==> src/rtl/sipo_deserializer_if.sv <==
// Bundle between the serial source / word consumer and sipo_deserializer.
// Serial side: serial_in, serial_valid, frame_start. Word side:
// parallel_out, out_valid, out_ready. Status: busy, overrun, framing_err.
interface sipo_deserializer_if #(
   parameter int WIDTH = 3
);
   logic             serial_in;
   logic             serial_valid;
   logic             frame_start;
   logic [WIDTH-1:0] parallel_out;
   logic             out_valid;
   logic             out_ready;
   logic             busy;
   logic             overrun;
   logic             framing_err;

   modport master (
      output serial_in, serial_valid, frame_start, out_ready,
      input  parallel_out, out_valid, busy, overrun, framing_err
   );

   modport slave (
      input  serial_in, serial_valid, frame_start, out_ready,
      output parallel_out, out_valid, busy, overrun, framing_err
   );
endinterface

==> src/rtl/sipo_deserializer.sv <==
// Framed serial-in parallel-out deserializer with one-word output register.
// Ports: clk, reset (sync, active-high), bus (sipo_deserializer_if.slave).
module sipo_deserializer #(
   parameter int WIDTH     = 3,
   parameter bit MSB_FIRST = 1'b0
) (
   input  logic                clk,
   input  logic                reset,
   sipo_deserializer_if.slave  bus
);
   localparam int CW = (WIDTH > 1) ? $clog2(WIDTH) : 1;

   typedef enum logic {IDLE, SHIFT} state_t;

   state_t           state, state_n;
   logic [CW-1:0]    cnt, cnt_n;
   logic [WIDTH-1:0] sreg, sreg_n;
   logic [WIDTH-1:0] dout, dout_n;
   logic             oval, oval_n;
   logic             ovr, ovr_n;
   logic             ferr, ferr_n;
   logic [WIDTH-1:0] word;

   // Bit position for the c-th received bit of a word.
   function automatic int pos(input int c);
      return MSB_FIRST ? (WIDTH - 1 - c) : c;
   endfunction

   function automatic logic [WIDTH-1:0] put(
      input logic [WIDTH-1:0] w,
      input int               p,
      input logic             b
   );
      logic [WIDTH-1:0] r;
      r = w;
      for (int i = 0; i < WIDTH; i++)
         if (i == p) r[i] = b;
      return r;
   endfunction

   always_ff @(posedge clk) begin
      if (reset) begin
         state <= IDLE;
         cnt   <= '0;
         sreg  <= '0;
         dout  <= '0;
         oval  <= 1'b0;
         ovr   <= 1'b0;
         ferr  <= 1'b0;
      end else begin
         state <= state_n;
         cnt   <= cnt_n;
         sreg  <= sreg_n;
         dout  <= dout_n;
         oval  <= oval_n;
         ovr   <= ovr_n;
         ferr  <= ferr_n;
      end
   end

   always_comb begin
      state_n = state;
      cnt_n   = cnt;
      sreg_n  = sreg;
      dout_n  = dout;
      oval_n  = oval;
      ovr_n   = ovr;
      ferr_n  = ferr;
      word    = put(sreg, pos(int'(cnt)), bus.serial_in);

      if (oval && bus.out_ready)
         oval_n = 1'b0;

      if (bus.serial_valid) begin
         unique case (state)
            IDLE: begin
               if (bus.frame_start) begin
                  sreg_n  = put('0, pos(0), bus.serial_in);
                  cnt_n   = CW'(1);
                  state_n = SHIFT;
               end
            end
            SHIFT: begin
               if (bus.frame_start) begin
                  // Restart wins even on what would be the last bit.
                  ferr_n = 1'b1;
                  sreg_n = put('0, pos(0), bus.serial_in);
                  cnt_n  = CW'(1);
               end else if (cnt == CW'(WIDTH - 1)) begin
                  state_n = IDLE;
                  cnt_n   = '0;
                  sreg_n  = '0;
                  // Slot is free if empty or being drained this cycle.
                  if (!oval || bus.out_ready) begin
                     dout_n = word;
                     oval_n = 1'b1;
                  end else begin
                     ovr_n = 1'b1;
                  end
               end else begin
                  sreg_n = word;
                  cnt_n  = cnt + CW'(1);
               end
            end
         endcase
      end
   end

   assign bus.parallel_out = dout;
   assign bus.out_valid    = oval;
   assign bus.busy         = (state == SHIFT);
   assign bus.overrun      = ovr;
   assign bus.framing_err  = ferr;
endmodule
==> src/flat_wrapper.sv <==
// flat-port wrapper written by rule: the top's interface ports become plain ports
module sipo_deserializer_flat 
#(
   parameter int WIDTH     = 3,
   parameter bit MSB_FIRST = 1'b0
)
  (clk, reset, bus_serial_in, bus_serial_valid, bus_frame_start, bus_out_ready, bus_parallel_out, bus_out_valid, bus_busy, bus_overrun, bus_framing_err);
  sipo_deserializer_if #(.WIDTH(WIDTH)) bus_i ();
  input  logic clk;
  input  logic reset;
  input wire logic [$bits(bus_i.serial_in)-1:0] bus_serial_in;
  input wire logic [$bits(bus_i.serial_valid)-1:0] bus_serial_valid;
  input wire logic [$bits(bus_i.frame_start)-1:0] bus_frame_start;
  input wire logic [$bits(bus_i.out_ready)-1:0] bus_out_ready;
  output wire logic [$bits(bus_i.parallel_out)-1:0] bus_parallel_out;
  output wire logic [$bits(bus_i.out_valid)-1:0] bus_out_valid;
  output wire logic [$bits(bus_i.busy)-1:0] bus_busy;
  output wire logic [$bits(bus_i.overrun)-1:0] bus_overrun;
  output wire logic [$bits(bus_i.framing_err)-1:0] bus_framing_err;
  assign bus_i.serial_in = bus_serial_in;
  assign bus_i.serial_valid = bus_serial_valid;
  assign bus_i.frame_start = bus_frame_start;
  assign bus_i.out_ready = bus_out_ready;
  assign bus_parallel_out = bus_i.parallel_out;
  assign bus_out_valid = bus_i.out_valid;
  assign bus_busy = bus_i.busy;
  assign bus_overrun = bus_i.overrun;
  assign bus_framing_err = bus_i.framing_err;
  sipo_deserializer #(.WIDTH(WIDTH), .MSB_FIRST(MSB_FIRST)) u_core (.clk(clk), .reset(reset), .bus(bus_i));
endmodule
==> config.mk <==
export PLATFORM = sky130hd
export DESIGN_NAME = sipo_deserializer_flat
export DESIGN_NICKNAME = d
export VERILOG_FILES = /design/src/rtl/sipo_deserializer_if.sv /design/src/rtl/sipo_deserializer.sv /design/src/flat_wrapper.sv
export SDC_FILE = /design/constraint.sdc
export NUM_CORES = 1
export LEC_CHECK = 0
export CORE_AREA = 2 2 39 41
export CTS_CLUSTER_SIZE = 30
export DETAILED_ROUTE_END_ITERATION = 16
export DIE_AREA = 0 0 41 43
export GPL_TIMING_DRIVEN = 0
export PLACE_DENSITY = 0.62
export SYNTH_ARGS = -nofsm -noshare
export SYNTH_HDL_FRONTEND = slang
export SYNTH_SLANG_ARGS = --single-unit
==> constraint.sdc <==
create_clock -name clk -period 1.2 [get_ports clk]
set_input_delay 0.24 -clock clk [delete_from_list [all_inputs] [get_ports clk]]
set_output_delay 0.24 -clock clk [all_outputs]
set_load 0.1 [all_outputs]
Word level (Yosys, flattened, before mapping)
Index checks and enable logic that the tools add are counted.
W data, S select, Z words.
{"block": "word_totals", "in_bits": 6, "wordCells": 44, "reg_bits": 12, "output_inout_bits": 7}
{"block": "op_classes", "n_addsub": 1, "bitwise_logic": 3, "n_reduce_logical": 8, "eq_ne": 4, "n_mux": 21}
{"cell": "$mux W1", "n": 12}
{"cell": "$reduce_and A5 Y1", "n": 2}
{"cell": "$mux W3", "n": 3}
{"cell": "$mux W2", "n": 3}
{"cell": "$pmux W3 S2", "n": 1}
{"cell": "$eq A2 B2 Y1 const A", "n": 2}
{"cell": "$pmux W2 S2", "n": 1}
{"cell": "$not A1 Y1", "n": 3}
{"cell": "$reduce_and A3 Y1", "n": 1}
{"cell": "$add A2 B1 Y2 const B", "n": 1}
{"cell": "$eq A2 B2 Y1 const B", "n": 1}
{"cell": "$logic_not A2 Y1", "n": 1}
{"cell": "$ne A2 B2 Y1 const B", "n": 1}
{"cell": "$pmux W1 S2", "n": 1}
{"cell": "$reduce_and A2 Y1", "n": 1}
{"cell": "$logic_and A1 B1 Y1", "n": 1}
{"cell": "$logic_not A1 Y1", "n": 1}
{"cell": "$logic_or A1 B1 Y1", "n": 1}

Logic depth before layout (Yosys ltp)
Gate-level depths: netlist of the first run.
{"block": "depth", "word_depth": 7, "mapped_depth": 4, "ltp_nobuf": 4}

Least setup slack after synthesis of the first run
OpenSTA, ideal clock, no wires.
{"block": "synth_path", "path_kind": "register -> register", "start": "register u_core.state (netlist: u_core.bus.busy)", "end": "register u_core.dout[0] (netlist: u_core.bus.parallel_out[0])", "synth_period_minus_slack_ns": 1.843, "setup_slack_ns": -0.643, "setup_ns": 0.128, "path_buffers": 0, "t_required_ns": 1.072, "arrival_time_ns": 1.716, "path_stages_with_launch": 5, "path_cell_list": "dfxtp_1 -> nand2b_1 -> nor3_4 -> mux2i_1 -> nor2_1"}
{"block": "synth_between", "elab_chain_cells": 1}
{"item": "start, declared", "line": "sipo_deserializer.sv:15", "source": "state_t state, state_n;"}
{"item": "start signal, assigned", "line": "sipo_deserializer.sv:51", "source": "state <= state_n;"}
{"item": "$reduce_and A5 Y1 (no line)"}
{"item": "end signal, assigned", "line": "sipo_deserializer.sv:54", "source": "dout <= dout_n;"}
{"item": "end, declared", "line": "sipo_deserializer.sv:18", "source": "logic [WIDTH-1:0] dout, dout_n;"}
No other way between the ends.
A chain may end at the register's enable or synchronous reset.

Worst setup path after layout of the first run
{"block": "layout_path", "start": "register u_core.cnt[0]", "end": "register u_core.dout[1] (netlist: u_core.bus.parallel_out[1])"}
{"block": "layout_between", "elab_chain_cells": 2, "elab_cells_between_ends": 4, "classes_between": "2 x eq/ne; 1 x mux; 1 x reduce/logical"}
{"item": "start, declared", "line": "sipo_deserializer.sv:16", "source": "logic [CW-1:0] cnt, cnt_n;"}
{"item": "start signal, assigned", "line": "sipo_deserializer.sv:52", "source": "cnt <= cnt_n;"}
{"item": "$eq A2 B2 Y1, on equally long branches", "line": "sipo_deserializer.sv:89, sipo_deserializer.sv:37"}
{"item": "$reduce_and A5 Y1 (no line) or $mux W1 (tied branches)"}
Several ways; a longest one is shown, not always the timed one.

==> results.txt, run 1 <==
Using the TritonRoute via totals, the vias-per-cell ratio works out to 5.024. The total count of hold-check failures in the final report was 0. The sequential cell area came out at 239.0 µm². The tools report the total clock buffers created by CTS as 3.

Data on the critical path is required at its endpoint by 1.34 ns. From left edge to right edge, the die measures 41 µm. A synthesized cell averages 9.347 µm².

Derived from the worst setup path, the maximum achievable clock frequency is 0.8646 GHz. The tools report the total half-perimeter wirelength after legalization and detailed placement as 647.3 µm. For this run the aggregate overflow at the end of global routing stands at 0. In this run the critical register-to-register path is launched from u_core.cnt[0]. In this run the worst path has a maximum fanout of 5. For this design the static power due to leakage is 0.2884 nW. The worst path uses 96.39% of the clock period. Compared with the post-synthesis result, the final layout area differs by 45.67%.

The maximum clock insertion buffer count was 2. The insertion delay to the later sink of the worst-skew pair was 0.26 ns; the xor-xnor portion of the synthesized cell area was 0%. The average wire per cell in the routed design is 11.32 µm. Global routing used 12.53% of the available tracks across all layers. The critical hold path startpoint is bus_out_ready.

The summed negative setup slack over all endpoints is 0 ns. The compound-cell area share of the yosys netlist was 14.17%; the multiplexer area fraction after synthesis was 8.661%. Setup repair after global routing could not meet its margin everywhere. TritonCTS built the clock tree.

The critical path in this run is classified as register to register. By area, the combinational part of the netlist is dominated by simple AND/OR/NAND/NOR gates. The min-delay analysis places its worst path in the category primary input to register. The CTS clock-pin slew for the worst setup and hold paths was 0.07 ns; the proportion of layout cells with a drive suffix above 1 was 37.68%.

The destination of the worst hold path was u_core.bus.out_valid. Fill cells in the final layout number 135. For this design the ratio of total power to cell area is 1072 nW/µm². After synthesis, flip-flops and latches occupy 46.19% of the total area. Post-synthesis instance total: 51.

The floorplan has 14 rows. The number of nets in the layout was 76; the via count of the first global-routing pass was 384. Across the routed clock network, the largest skew measured is 0.0009199 ns. After Yosys synthesis, and, or, nand and nor cells account for 30.18% of the synthesized area.

The run finished with clean final reports. The tree is rooted in a clkbuf_4. The tools report the number of vias in the routed layout as 427. The worst register-to-register path ends at u_core.bus.parallel_out[1]. The multi-input combinational cells in the finished layout cover a total of 284.0 µm². For this run, the number of Yosys warnings is 0. The actual slew at the worst max-slew pin was 0.4602 ns; the number of remaining DRC errors was 0. Initial antenna violation count: 0. The number of storage elements in the synthesis netlist is 11. The die footprint is 1763 µm², and the reg2reg setup slack is 0.04 ns.

The worst setup path is captured at a register. The run gives 69.00% as the remaining max-slew budget at the tightest pin. The first global-routing pass estimated 1538 µm of wire. STA classifies the critical path startpoint as a register. The largest vdd supply drop was 0.6093 mV; the number of antenna diodes was 0. The number of DRC markers in iteration 0 came out at 9. The antenna violation net count after detailed routing is 0.

Input and output buffers added on the ports amount to 12. The die is 43 µm tall. The tool flagged a number of max-cap violations equal to 0. The mapped netlist covers 476.7 µm². Once the floorplan was initialized, standard cells occupied 34.45% of the core.

For this run, the detailed router's first-pass iteration total came to 4. The adder and majority gate portion of the synthesized area was 0%. At the end of routability-driven placement, the weighted congestion stood at 0.7621.

Counting every net in the synthesized netlist gives 57. The routed wire length was 962 µm; the minimum clock period was 1.157 ns. The number of slew-limit violations in the final report is 0, and the cell depth of the worst flop-to-flop path is 4. At the worst endpoint, the arrival time is 1.29 ns. The clock net sink count was 11. The core region is 1384 µm². 13 I/O pins were placed. Post-route total power: 0.0007445 W. The worst hold path passes through 4 cells. The setup violation total in the final timing report came out at 0.

Number of H-tree branching levels: 1. The count of unique library cells instantiated by Yosys was 19; the largest net degree at the start of global routing was 11.
flip-flops by register name, summed over array words and instances, names as in the netlist:
register / count
u_core.cnt: 2
u_core.bus.busy: 1
u_core.bus.framing_err: 1
u_core.bus.out_valid: 1
u_core.bus.overrun: 1
u_core.sreg: 2
u_core.bus.parallel_out: 3
cells in the final DEF, fill, tap and decap left out, drive strengths merged:
master and n:
dlymetal6s2s 1, nand2b 1, nand3b 1, o21ai 2, nor2 12, buf 9, a22o 1, mux2 1
a21oi 2, dlygate4sd2 2, nand2 2, a22oi 2, clkbuf 5, nor3b 1, dfxtp 11, a221oi 1
mux2i 3, nor2b 5, a32oi 1, a31oi 1, nor3 3, clkdlybuf4s50 2
power by group:
| part | leakage, nW | switching [W] | total, W | internal, W |
|---|---|---|---|---|
| Sequential | 0.0937 | 0.0000133 | 0.000382 | 0.000369 |
| Clock | 0.0150 | 0.000120 | 0.000249 | 0.000128 |
| Combinational | 0.180 | 0.0000627 | 0.000113 | 0.0000507 |
synthesized netlist by cell type (all sizes together):
library cell	count	share of area, %
nand2	2	1.6
mux2i	3	6.3
nand3b	1	4.2
a22o	1	1.8
nor3b	1	1.6
nor3	3	5.5
a31oi	1	1.3
nor2b	5	6.6
nor2	12	9.4
o21ai	2	2.1
dfxtp	11	46
nand2b	1	1.3
mux2	1	2.4
a22oi	2	3.1
a221oi	1	1.8
a32oi	1	1.8
a21oi	2	2.1
clkbuf	1	0.79
stage by stage:
| stage | setup slack (ns) | hold slack [ns] | utilization [%] | instances | instance area [µm²] |
|---|---|---|---|---|---|
| finish | 0.04335 | 0.3469 | 50.18 | 85 | 694.4 |
| global route | -0.03906 | 0.3882 | 50.18 | 85 | 694.4 |
| CTS | 0.002557 | 0.4837 | 48.64 | 84 | 673.1 |
| detailed placement | -0.5543 | 0.4652 | 46.75 | 79 | 646.9 |
| global placement | -0.5533 | 0.4515 | 46.75 | 79 | 646.9 |
| floorplan | 0.004809 | 0.3193 | - | 51 | 506.7 |
layout make-up:
| type | count | area share (%) |
|---|---|---|
| Buffer | 1 | 0.5405 |
| Clock buffer | 4 | 3.784 |
| Multi-Input combinational cell | 39 | 40.90 |
| Sequential cell | 11 | 34.41 |
| Tap cell | 16 | 2.883 |
| Timing Repair Buffer | 14 | 17.48 |
timing repair:
| item | 4_1_cts | 5_1_grt |
|---|---|---|
| hold buffers | 0 | 0 |
| setup endpoints to repair | 13 | 5 |
| setup buffers | 1 | 1 |
| pin swaps | 1 | 1 |
| resized for setup | 48 | 4 |
worst max-delay path: stages (launching register included):
cell and delay, ns:
dfxtp_4 0.37, nor2b_4 0.15, mux2_4 0.31, mux2i_1 0.14
nor2_1 0.05
worst max path at each step:
stage,startpoint,endpoint,slack [ns],cells past startpoint
floorplan,u_core.bus.out_valid,u_core.bus.parallel_out[0],0.005,4
global placement,u_core.bus.busy,bus_busy,-0.55,1
detailed placement,u_core.bus.busy,bus_busy,-0.55,1
CTS,bus_out_ready,u_core.bus.parallel_out[1],0.003,5
global route,u_core.cnt[0],u_core.bus.parallel_out[0],-0.04,4
finish,u_core.cnt[0],u_core.bus.parallel_out[1],0.04,4
cells by family (layout without fill, tap and decap cells):
group,Yosys count,count (layout)
AOI/OAI and AO/OA,10,10
muxes,4,4
buffers and inverters,1,19
DFF,11,11
and+or+nand+nor,25,25
routing by layer:
layer	vias up	share of wire, %	track usage (%)
met3	0	5.7	3.141
met1	200	48	17.70
met5	-	0	0
met4	0	0	4.000
li1	215	-	-
met2	12	46	18.13
(Power assumes the default switching activity.)
==> run 2, diff against run 1 <==
- CAP_MARGIN: not set -> 40
==> results.txt, run 2 (synthesized netlist as in run 1, its figures left out) <==
The average wire per cell in the routed design is 11.15 µm (-1.4%), and the aggregate global-route resource usage is 14.08% (+1.6 points). The tools report the routed wire length as 1015 µm (+5.5%). STA classifies the critical path endpoint as a primary output. The standard cell core area is 1384 µm² (unchanged). The antenna violation net count after detailed routing is 0 (unchanged). The via count of the first global-routing pass is 416 (+8.3%), and the total power divided by cell area is 919.6 nW/µm² (-14%). The logs give 14 (unchanged) for the number of placement rows and 0 (unchanged) for the number of slew-limit violations in the final report.

Top-level I/O count: 13 (unchanged). Leaving out fill and tap cells, the most frequent cell in the layout is nor2_1. The number of remaining DRC errors was 0 (unchanged). The clock net sink count was 11 (unchanged). The sequential fraction of design power was 50.8% (-0.6 points); the insertion delay to the later sink of the worst-skew pair was 0.26 ns (about the same). The run gives 0.96 ns (-0.38 ns) as the critical path data required time.

The cell sitting at the root of the clock tree is a clkbuf_4. The post-route fraction of the period consumed by the critical path works out to 98.06% (+1.7 points). The area growth from synthesis to layout is 72.18%. The run gives 1718 µm (+12%) as the wire length of the first global-routing pass.

The total count of hold-check failures in the final report is 0 (unchanged), and the first-pass iteration count of the detailed router is 4 (unchanged). The height of the die is 43 µm (unchanged), and the maximum clock insertion buffer count is 2 (unchanged). The run gives 0.8498 GHz (-1.7%) as the upper clock frequency limit. The total clock buffers created by CTS was 3 (unchanged). Setup repair after global routing could not meet its margin everywhere. The remaining global-route overflow was 0 (unchanged); the final weighted congestion in routability-driven placement was 0.7621 (unchanged). The initial standard-cell utilization of the core is 34.45% (unchanged).

The CTS clock-pin slew for the worst setup and hold paths was 0.07 ns (about the same). The run finished with clean final reports. The proportion of layout cells with a drive suffix above 1 was 45.33% (+7.7 points); the static leakage power was 0.3459 nW (+20%). The number of nets in the layout was 82 (+7.9%); the internal power was 0.0005594 W (+2.1%).

The number of antenna diodes was 0 (unchanged); the actual slew at the worst max-slew pin was 0.4433 ns (-0.01690 ns). The tools report the worst hold slack as 0.3809 ns (+0.03403 ns). The number of H-tree branching levels was 1 (unchanged); the clock skew was 0.003303 ns (+0.002383 ns). The reported max-cap violation count is 0 (unchanged), and the area of placed instances is 752.0 µm² (+16%). The tools report the largest vdd supply drop as 0.7208 mV (+18%). The run gives 0.0001954 W (-0.49%) as the reported net switching power. TritonCTS built the clock tree. The number of vias in the routed layout is 454 (+6.3%), and the initial antenna violation count is 0 (unchanged).

The type of the worst setup path was register to primary output. The area of all placed cells without fillers was 820.8 µm² (+18%); the number of vias per cell after detailed routing was 4.989 (-0.69%). The run gives 70.45% (+1.5 points) as the remaining max-slew budget at the tightest pin.

STA classifies the critical path startpoint as a register. For the fraction of power consumed by combinational cells, the log shows 17.0% (+1.8 points). The setup violation total in the final timing report is 0 (unchanged). The maximum fanout along the worst path works out to 8 (+3). The flip-flop count of the largest register, all copies and words added is 3 (unchanged).

The minimum clock period works out to 1.177 ns (+0.02003 ns). The worst hold path belongs to the class primary input to register. Leaving out fill and tap cells, the most frequent cells in the layout are nor2_1, buf_12, buf_2, dfxtp_4, dfxtp_2. The x dimension of the die came out at 41 µm (unchanged). The switching fraction of total power is 25.89% (-0.49 points), and the die footprint is 1763 µm² (unchanged). The logs give 11 (unchanged) for the largest net degree at the start of global routing and 32.2% (-1.2 points) for the clock share of power. For the data arrival time of the worst path, the log shows 0.94 ns (-0.35 ns). The number of buffer cells added on primary ports was 12 (unchanged); the number of DRC markers in iteration 0 was 4 (-5).
run 2: changes by cell type in the layout (fill, tap and decap cells not counted), sizes merged:
| cell | before | now |
|---|---|---|
| buf | 9 | 15 |
| clkdlybuf4s50 | 2 | 1 |
| dlygate4sd2 | 2 | 3 |
run 2: area by class of cell:
cell class / count / area [µm²]
Buffer: 1 / 3.754
Clock buffer: 4 / 26.28
Fill cell: 131 / 563.0
Multi-Input combinational cell: 39 / 290.3
Sequential cell: 11 / 240.2
Tap cell: 16 / 20.02
Timing Repair Buffer: 20 / 240.2
run 2: what timing repair did:
action / 4_1_cts / 5_1_grt
cloned: 0 / 0
setup endpoints to repair: 13 / 6
resized for setup: 39 / 6
endpoints found under the hold margin: 0 / 0
pin swaps: 1 / 1
buffers inserted: 1 / 1
hold buffers: 0 / 0
run 2: worst max-delay path, cell delays in order, from the launching register on:
cell	delay, ns
dfxtp_4	0.40
buf_6	0.11
buf_12	0.16
run 2: metrics by stage:
step           power (W)  worst slack (ns)  util [%]  std cells  TNS (ns)
2_1_floorplan  0.0004556          0.004809         -         51         0
3_3_place_gp   0.0004953           -0.5533     46.75         79    -6.615
3_5_place_dp   0.0005082           -0.5224     54.34         86    -3.895
4_1_cts        0.0007608          0.004272     57.32         90         0
5_1_grt        0.0008019          -0.02068     59.31         91  -0.04055
6_report       0.0007548           0.02332     59.31         91         0
run 2: path summary, 6_finish.rpt:
| check | from | depth (start not counted) | slack [ns] | end |
|---|---|---|---|---|
| worst min register to register | u_core.bus.overrun | 2 | 0.46 | u_core.bus.overrun |
| worst min-delay path | bus_serial_in | 3 | 0.38 | u_core.bus.parallel_out[2] |
| worst max-delay path | u_core.bus.busy | 2 | 0.02 | bus_busy |
| worst max register to register | u_core.cnt[0] | 4 | 0.05 | u_core.bus.parallel_out[2] |
run 2: layer usage:
metal / vias up / part of all wire [%] / track usage [%]
met4: 0 / 1.3 / 6.000
met2: 12 / 47 / 21.25
met1: 208 / 47 / 18.45
li1: 232 / - / -
met5: - / 0 / 0
met3: 2 / 4.6 / 3.141
run 2: power by group through the flow:
| stage | clock network [W] | registers [W] | logic, W |
|---|---|---|---|
| after floorplan | 0 | 0.000415 | 0.0000401 |
| after global placement | 0 | 0.000393 | 0.000102 |
| after detailed placement | 0 | 0.000394 | 0.000114 |
| after CTS | 0.000256 | 0.000385 | 0.000119 |
| after global routing | 0.000279 | 0.000384 | 0.000138 |
| final | 0.000243 | 0.000383 | 0.000129 |
==> run 3, diff against run 2 <==
- ABC_CLOCK_PERIOD_IN_PS: not set -> 1200
- CELL_PAD_IN_SITES_DETAIL_PLACEMENT: not set -> 0
- CELL_PAD_IN_SITES_GLOBAL_PLACEMENT: not set -> 2
- CORE_AREA: 2 2 39 41 -> not set
- CORE_ASPECT_RATIO: not set -> 1.1
- CORE_MARGIN: not set -> 2
- CORE_UTILIZATION: not set -> 23
- DIE_AREA: 0 0 41 43 -> not set
- PLACE_DENSITY: 0.62 -> 0.66
- SKIP_CTS_REPAIR_TIMING: not set -> 1
==> results.txt, run 3 (synthesized netlist as in run 1, its figures left out) <==
The run finished, with violations left. The final reports fail on negative setup slack. The first-pass iteration count of the detailed router was 2 (-2). The tools report the critical path data required time as 0.96 ns (about the same). The die footprint came out at 2453 µm² (+39%).

The run gives 0 (unchanged) as the number of remaining DRC errors. The tools report the startpoint type of the worst setup path as a register. For the setup violation total in the final timing report, the log shows 1 (+1). The upper clock frequency limit was 0.8207 GHz (-3.4%). The run gives -0.5213 ns (+0.001120 ns) as the post-placement setup slack. Critical hold path startpoint: bus_out_ready. Average wire per cell in the routed design: 10.68 µm (-4.3%). The final non-filler cell total was 102 (+12%). The aggregate global-route resource usage came out at 10.82% (-3.3 points).

The critical path is of the register to primary output type. The worst-path cell with the longest stage delay is dfxtp_4. The clock share of power was 33.2% (+1.0 points).

The total clock buffers created by CTS was 3 (unchanged); the number of placed cells counting well taps was 98 (+14%). The initial standard-cell utilization of the core is 24.10% (-10 points). The total power divided by cell area is 902.7 nW/µm² (-1.8%), and the insertion delay to the later sink of the worst-skew pair is 0.26 ns (about the same). The library cell used most frequently in the layout, excluding fill and tap cells, is nor2_1. For the number of H-tree branching levels, the log shows 1 (unchanged). The path class of the tightest hold or removal check is primary input to register.

The path with the worst hold slack has its endpoint at u_core.bus.out_valid. The switching fraction of total power was 26.60% (+0.71 points); the fraction of power consumed by combinational cells was 16.1% (-0.9 points). The largest vdd supply drop was 0.5345 mV (-26%); the data arrival time of the worst path was 0.98 ns (+0.04 ns).

The logs give 68.69% (-1.8 points) for the remaining max-slew budget at the tightest pin and 0 (unchanged) for the remaining global-route overflow. The tools report the final core utilization as 42.38% (-17 points). The number of antenna diodes is 0 (unchanged).

The logs give 202 (+54%) for the filler cell count and 0.6637 (-13%) for the final weighted congestion in routability-driven placement. The tools report the number of placement rows as 17 (+3). The number of vias in the routed layout is 445 (-2.0%).

Reported max-cap violation count: 0 (unchanged). The startpoint identified for the worst register-to-register timing path is u_core.cnt[0]. The clock skew was 0.003484 ns (+0.0001810 ns); the final worst setup slack was -0.01843 ns (-0.04175 ns).

The area of placed instances was 767.0 µm² (+2.0%). The largest net degree at the start of global routing is 11 (unchanged), and the wire length of the first global-routing pass is 1904 µm (+11%). Total count of hold-check failures in the final report: 0 (unchanged).

The x dimension of the die is 47.41 µm (+16%). The minimum clock period came out at 1.218 ns (+0.04175 ns). Setup repair after global routing could not meet its margin everywhere. The clock net sink count was 11 (unchanged); the summed negative setup slack over all endpoints was -0.01843 ns (-0.01843 ns). The maximum fanout along the worst path is 8 (unchanged), and the antenna violation net count after detailed routing is 0 (unchanged). The initial antenna violation count was 0 (unchanged). The CTS clock-pin slew for the worst setup and hold paths was 0.07 ns (about the same). The number of vias per cell after detailed routing is 4.363 (-13%), and the post-route fraction of the period consumed by the critical path is 101.5% (+3.5 points).

The proportion of layout cells with a drive suffix above 1 came out at 39.19% (-6.1 points). The logs give 0.03 ns (-0.02 ns) for the reg2reg setup slack and 0.0002013 W (+3.0%) for the reported net switching power. The endpoint kind of the worst setup timing path was a primary output.

The via count of the first global-routing pass was 459 (+10%). The maximum clock insertion buffer count was 2 (unchanged); the routed wire length was 1089 µm (+7.3%). The area of all placed cells without fillers is 838.3 µm² (+2.1%). The tools report the internal power as 0.0005554 W (-0.71%). The standard cell core area came out at 1978 µm² (+43%). The endpoint identified for the worst register-to-register timing path is u_core.bus.parallel_out[1]. The maximum cell stage delay along the critical path was 0.40 ns (about the same); the flip-flop count of the largest register, all copies and words added was 3 (unchanged). The critical path goes through clkbuf_2, buf_12.

The number of buffer cells added on primary ports is 12 (unchanged). TritonCTS built the clock tree. The signed area change from the synthesized netlist to the final layout is 75.85%. In the layout the commonest cells are nor2_1, buf_12, dlymetal6s2s_1.

The height of the die came out at 51.75 µm (+20%). The tree is rooted in a clkbuf_4. The logs give 8 (+4) for the number of DRC markers in iteration 0 and 13 (unchanged) for the top-level I/O count. For the number of nets in the layout, the log shows 81 (-1.2%). The wire-length estimate of the detail-placed layout is 759.1 µm. For the number of slew-limit violations in the final report, the log shows 0 (unchanged). The static leakage power is 0.3802 nW (+9.9%), and the sequential fraction of design power is 50.7% (about the same). The hold-critical path depth was 4 (+1).

The cell depth of the worst flop-to-flop path is 4 (unchanged). The actual slew at the worst max-slew pin came out at 0.4696 ns (+0.02632 ns).
run 3: changes by cell type in the layout (fill, tap and decap cells not counted), moves of 3 or more:
cell and change:
dlymetal6s2s_1 +4, buf_2 -5, dlygate4sd2_1 -3, clkbuf_2 +4
run 3: power by group through the flow:
stage,Combinational (W),Clock [W],Sequential (W)
final,0.000122,0.000251,0.000384
after global routing,0.000130,0.000281,0.000385
after global placement,0.000104,0,0.000394
after CTS,0.000114,0.000264,0.000386
after detailed placement,0.000114,0,0.000395
after floorplan,0.0000401,0,0.000415
run 3: routing by layer:
layer / wire (µm) / track usage, % / vias to the layer above
met4: 0 / 5.556 / 0
met2: 534 / 15.99 / 8
met5: 0 / 0 / -
li1: - / - / 228
met1: 498 / 13.68 / 209
met3: 56 / 3.472 / 0
run 3: layout make-up:
type | count | area (µm²) | area share (%)
multi-input combinational | 39 | 284.0 | 33.88
sequential | 11 | 239.0 | 28.51
clock buffer | 4 | 26.28 | 3.134
timing repair buffer | 19 | 250.2 | 29.85
buffer | 1 | 3.754 | 0.4478
tap | 28 | 35.03 | 4.179
run 3: per-stage QoR:
stage          hold WS [ns]  total power, W
6_report             0.3353       0.0007567
5_1_grt              0.3305       0.0007957
4_1_cts              0.4808       0.0007637
3_5_place_dp         0.4612       0.0005085
3_3_place_gp         0.4490       0.0004980
2_1_floorplan        0.3193       0.0004556
run 3: critical path, delay by kind of cell, from the launching register on:
| family | cells | cell delay (ns) |
|---|---|---|
| DFF | 1 | 0.40 |
| buffers and inverters | 2 | 0.31 |
run 3: worst max-delay path by stage:
stage / from / depth (start not counted) / end
5_1_grt: u_core.cnt[0] / 4 / u_core.bus.parallel_out[1]
4_1_cts: u_core.bus.busy / 2 / bus_busy
3_5_place_dp: bus_serial_valid / 5 / u_core.bus.parallel_out[2]
3_3_place_gp: u_core.bus.busy / 1 / bus_busy
6_report: u_core.bus.busy / 2 / bus_busy
2_1_floorplan: u_core.bus.out_valid / 4 / u_core.bus.parallel_out[0]
